$ cat src/rtl/scatter2d_stub.sv
// Write-back scatter engine: streams tokens x dims out of the O scratchpad and
// writes each word to a block-indexed, strided destination through a 2-entry FIFO.
//
// state | meaning
// IDLE  | waiting for start; configuration latched on launch
// RUN   | issuing one O/index read per cycle while FIFO space allows
// DRAIN | reads finished; waiting for in-flight word and FIFO to empty
// DONE  | one-cycle completion pulse
module scatter2d_stub #(
  parameter int FIFO_DEPTH = 2,
  parameter int ADDR_W     = 32
) (
  input  logic              clk,
  input  logic              rst,
  input  logic              start,
  input  logic [15:0]       s_tokens,
  input  logic [15:0]       head_dim_d,
  input  logic [15:0]       block_size,
  input  logic [15:0]       stride_d,
  input  logic [15:0]       stride_t,
  input  logic [ADDR_W-1:0] dst_base,
  output logic              o_ren,
  output logic [15:0]       o_raddr,
  input  logic [31:0]       o_rdata,
  output logic [15:0]       idx_rd_addr,
  input  logic [15:0]       idx_rd_data,
  output logic              wr_valid,
  input  logic              wr_ready,
  output logic [ADDR_W-1:0] wr_addr,
  output logic [31:0]       wr_data,
  output logic              busy,
  output logic              done
);

  typedef enum logic [1:0] {IDLE, RUN, DRAIN, DONE} state_t;
  state_t state;

  logic [15:0]       n_tok, n_dim, blk_sz, str_d, str_t;
  logic [ADDR_W-1:0] base;

  logic [15:0] d_cnt, t_cnt, tib_cnt, blk_cnt, lin;

  logic        inflight;
  logic [15:0] d_q, tib_q;

  logic [ADDR_W-1:0] fifo_addr [FIFO_DEPTH];
  logic [31:0]       fifo_data [FIFO_DEPTH];
  logic              rd_ptr, wr_ptr;
  logic [1:0]        count;

  logic              pop, push, issue, last_d, last_t, block_wrap, drain_exit;
  logic [2:0]        occ;
  logic [ADDR_W-1:0] ret_addr;

  assign wr_valid = (count != 2'd0);
  assign pop      = wr_valid & wr_ready;
  assign push     = inflight;

  // Occupancy after this cycle's pop; the in-flight word already owns a slot.
  assign occ   = {1'b0, count} + {2'b0, inflight} - {2'b0, pop};
  assign issue = (state == RUN) && (occ < 3'(FIFO_DEPTH));

  assign o_ren       = issue;
  assign o_raddr     = (state == RUN) ? lin : 16'd0;
  assign idx_rd_addr = (state == RUN) ? blk_cnt : 16'd0;

  assign last_d     = (d_cnt == n_dim - 16'd1);
  assign last_t     = (t_cnt == n_tok - 16'd1);
  assign block_wrap = (blk_sz != 16'd0) && (tib_cnt == blk_sz - 16'd1);

  // With block_size==0 the block term vanishes and tib carries the full token index.
  assign ret_addr = base
                  + (ADDR_W'(idx_rd_data) * ADDR_W'(blk_sz) + ADDR_W'(tib_q)) * ADDR_W'(str_t)
                  + ADDR_W'(d_q) * ADDR_W'(str_d);

  // Leaving on the cycle of the final pop makes done follow the last handshake directly.
  assign drain_exit = !inflight && ((count == 2'd0) || ((count == 2'd1) && pop));

  assign wr_addr = wr_valid ? fifo_addr[rd_ptr] : '0;
  assign wr_data = wr_valid ? fifo_data[rd_ptr] : 32'd0;

  always_ff @(posedge clk) begin
    if (rst) begin
      count    <= 2'd0;
      rd_ptr   <= 1'b0;
      wr_ptr   <= 1'b0;
      inflight <= 1'b0;
      d_q      <= 16'd0;
      tib_q    <= 16'd0;
      for (int i = 0; i < FIFO_DEPTH; i++) begin
        fifo_addr[i] <= '0;
        fifo_data[i] <= 32'd0;
      end
    end else begin
      inflight <= issue;
      if (issue) begin
        d_q   <= d_cnt;
        tib_q <= tib_cnt;
      end
      if (push) begin
        fifo_addr[wr_ptr] <= ret_addr;
        fifo_data[wr_ptr] <= o_rdata;
        wr_ptr            <= ~wr_ptr;
      end
      if (pop) rd_ptr <= ~rd_ptr;
      count <= count + {1'b0, push} - {1'b0, pop};
    end
  end

  always_ff @(posedge clk) begin
    if (rst) begin
      state   <= IDLE;
      busy    <= 1'b0;
      done    <= 1'b0;
      n_tok   <= 16'd0;
      n_dim   <= 16'd0;
      blk_sz  <= 16'd0;
      str_d   <= 16'd0;
      str_t   <= 16'd0;
      base    <= '0;
      d_cnt   <= 16'd0;
      t_cnt   <= 16'd0;
      tib_cnt <= 16'd0;
      blk_cnt <= 16'd0;
      lin     <= 16'd0;
    end else begin
      case (state)
        IDLE: begin
          done <= 1'b0;
          if (start) begin
            n_tok   <= s_tokens;
            n_dim   <= head_dim_d;
            blk_sz  <= block_size;
            str_d   <= stride_d;
            str_t   <= stride_t;
            base    <= dst_base;
            d_cnt   <= 16'd0;
            t_cnt   <= 16'd0;
            tib_cnt <= 16'd0;
            blk_cnt <= 16'd0;
            lin     <= 16'd0;
            if (s_tokens == 16'd0 || head_dim_d == 16'd0) begin
              state <= DONE;
              done  <= 1'b1;
            end else begin
              state <= RUN;
              busy  <= 1'b1;
            end
          end
        end
        RUN: begin
          if (issue) begin
            lin <= lin + 16'd1;
            if (last_d) begin
              d_cnt <= 16'd0;
              t_cnt <= t_cnt + 16'd1;
              if (block_wrap) begin
                tib_cnt <= 16'd0;
                blk_cnt <= blk_cnt + 16'd1;
              end else begin
                tib_cnt <= tib_cnt + 16'd1;
              end
              if (last_t) state <= DRAIN;
            end else begin
              d_cnt <= d_cnt + 16'd1;
            end
          end
        end
        DRAIN: begin
          if (drain_exit) begin
            state <= DONE;
            busy  <= 1'b0;
            done  <= 1'b1;
          end
        end
        DONE: begin
          state <= IDLE;
          done  <= 1'b0;
        end
        default: begin
          state <= IDLE;
          busy  <= 1'b0;
          done  <= 1'b0;
        end
      endcase
    end
  end

endmodule

$ cat config.mk
export PLATFORM = sky130hd
export DESIGN_NAME = scatter2d_stub
export DESIGN_NICKNAME = d
export VERILOG_FILES = /design/src/rtl/scatter2d_stub.sv
export SDC_FILE = /design/constraint.sdc
export NUM_CORES = 2
export LEC_CHECK = 0
export CORE_ASPECT_RATIO = 1.1
export CORE_UTILIZATION = 35
export CTS_CLUSTER_SIZE = 28
export DETAILED_ROUTE_END_ITERATION = 8
export DONT_BUFFER_PORTS = 1
export GPL_ROUTABILITY_DRIVEN = 0
export GPL_TIMING_DRIVEN = 1
export PLACE_DENSITY = 0.53
export SYNTH_ARGS = -nofsm -noshare
export SYNTH_HDL_FRONTEND = slang
export SYNTH_SLANG_ARGS = --single-unit
$ cat constraint.sdc
create_clock -name clk -period 41.9 [get_ports clk]
set_input_delay 8.38 -clock clk [delete_from_list [all_inputs] [get_ports clk]]
set_output_delay 8.38 -clock clk [all_outputs]
set_load 0.01 [all_outputs]
==> impl_metrics.json <==
{
  "yosys_warnings": 0,
  "io_pins": 264,
  "postCtsSetupBuffers": 0,
  "synthMuxAreaShare_pct": 1.72,
  "worstSetupEndpointType": "register",
  "hold_depth": 2,
  "grt_pass1_vias": 34589,
  "cpMostUsedCell": "fa_1",
  "h-tree-depth": 2,
  "period_share_pct": 50.8,
  "dp_hpwl_um": 100000,
  "worstPathMaxFanout": 16,
  "max_freq_mhz": 47.0,
  "reg2reg_to": "fifo_addr[0][31]",
  "synth_xor_area_share_pct": 4.18,
  "min_period_ns": 21.27,
  "cp_slowest_cell": "a2111oi_0",
  "die-height_um": 381,
  "ctsResizeCount": 0,
  "worstSetupStartpointType": "input pin",
  "finalSetupTns_ns": 0,
  "fp.dieW_um": 346,
  "synth_top_area_share_pct": 34.9,
  "setup_violations": 0,
  "path_class": "input pin to register",
  "synth_compound_area_share_pct": 4.73,
  "vias_per_cell": 4.86,
  "cts_buffer_depth": 3,
  "syn_avg_cell_area_um2": 8.98,
  "layout.nets": 6133,
  "yosys-top-cells-area": "fa_1 (35%), dfxtp_1 (10%), edfxtp_1 (8.4%)",
  "reg2reg_slack_ns": 27.39,
  "grt_pass1_wl_um": 199000,
  "antenna_left": 0,
  "outcome": "finished clean",
  "synth_area_um2": 45700,
  "nFillCells": 13142,
  "required_ns": 42.33,
  "cts_buffers": 45,
  "io_buffers": 0,
  "root_buffer": "clkbuf_16",
  "syn2layout_area_growth_pct": 6.73,
  "grt_overflow": 0,
  "grt_setup_unrepaired": "no",
  "cts_sinks": 362,
  "synth_flop_cell": "dfxtp_1",
  "worstHoldStart": "base[25]",
  "grt_max_degree": 167,
  "drv_slew": 0,
  "synth-simple-area-share_pct": 19.1,
  "finalHoldViolations": 0,
  "antenna_found_initial": 3,
  "synth_largest_area_cell": "fa_1",
  "ys_seq_area_share_pct": 18.7,
  "drt_iter0_markers": 1679,
  "synthesis.nets": 6301,
  "cts_tree": "built",
  "synthCells": 5086,
  "drive_gt1_share_pct": 3.33,
  "synth_cell_types": 70,
  "dr.pass1.iters": 7,
  "fin_cells": 6638,
  "multiInputGateArea_um2": 32800,
  "regArea_um2": 8530,
  "clk_pin_slew_ns": 0.06,
  "tightestPinTransition_ns": 1.32,
  "maxCapViolations": 0,
  "hp-class": "register to register",
  "synth_edf_count": 128,
  "critPathMaxStageDelay_ns": 0.85,
  "post-synth-top-count-cell": "inv_1",
  "grt.total_usage_pct": 19.4,
  "place_inst": 6551,
  "r2r_start": "blk_sz[1]",
  "wl_um": 125000,
  "yosys-top-cells-count": "inv_1 (904), nand2_1 (858), fa_1 (796)",
  "ctsHoldBuffers": 0,
  "relSlewSlack_pct": 12.1,
  "rows": 138,
  "async_flop_share_pct": 0,
  "crit_arrival_ns": 21.70,
  "core-area_um2": 129000,
  "synth_top_family_by_area": "adder cells",
  "synth-seq-cells": 362,
  "initial_core_util_pct": 35.4,
  "synth_fa_ha_area_share_pct": 41.9,
  "die-area_um2": 132000,
  "hold-path-endpoint": "base[25]",
  "largestRegisters": "fifo_addr (64), fifo_data (64), base (32)",
  "drc": 0,
  "reg2regPathDepth": 42,
  "vias": 32253,
  "clock_latency_ns": 0.61,
  "routedWlPerCell_um": 18.8,
  "finClkSkew_ns": 0.0287
}
## worst max-delay path, delay by kind of cell
family | cells | cell delay, ns
AOI/OAI and AO/OA | 9 | 2.93
xor gates and xnor gates | 4 | 1.67
adders and majority gates | 16 | 7.52
buffers and inverters | 5 | 0.26
and+or+nand+nor | 7 | 0.92
## how the worst max path moves through the flow
stage	from	end	depth (start not counted)	slack (ns)
2_1_floorplan	idx_rd_data[3]	fifo_addr[1][31]	42	21.82
3_3_place_gp	idx_rd_data[11]	fifo_addr[0][31]	41	19.95
3_5_place_dp	idx_rd_data[11]	fifo_addr[0][31]	41	20.01
4_1_cts	idx_rd_data[11]	fifo_addr[0][31]	41	20.56
5_1_grt	idx_rd_data[11]	fifo_addr[0][31]	41	19.80
6_report	idx_rd_data[11]	fifo_addr[0][31]	41	20.63
## placed cells by master (no fill, tap or decap), drive strengths merged, types with 26 or more instances in the layout
master / instances
inv: 907
nand2: 858
fa: 796
and2: 477
nor2: 267
ha: 255
dfxtp: 234
a21oi: 214
edfxtp: 128
xnor2: 117
xor2: 83
mux2i: 74
clkbuf: 59
buf: 56
nand3: 47
o21ai: 41
nor2b: 33
nor3: 28
nand2b: 26
## logic make-up (layout without fill, tap and decap cells)
logic type	count (synthesis)	in the layout
muxes	78	78
DFF	362	362
adders and majority gates	1051	1051
AOI/OAI and AO/OA	366	366
xor gates and xnor gates	207	207
other	0	6
and+or+nand+nor	1847	1847
buffers and inverters	1175	1041
## layout make-up
type	instances	area share [%]
multi-input combinational	3549	67.3
sequential	362	17.5
inverter	904	6.96
tap	1680	4.31
clock buffer	59	2.58
timing repair buffer	56	0.862
clock inverter	22	0.483
antenna	6	0.0308
## through the flow
step	utilization, %	setup slack (ns)	hold WS (ns)	cell area, um^2
2_1_floorplan	-	21.82	0.436	45700
3_3_place_gp	36.6	19.95	0.439	47200
3_5_place_dp	36.6	20.01	0.443	47200
4_1_cts	37.8	20.56	0.451	48700
5_1_grt	37.8	19.80	0.477	48700
6_report	37.8	20.63	0.454	48700
## metal layers
metal	global-route usage, %	routed length (um)
met1	24.0	52000
met2	35.3	65400
met3	1.98	3970
met4	5.80	3690
met5	0	0
Power is not shown: default switching activity piles up to over one toggle a cycle in this logic, so the estimate is an artifact.
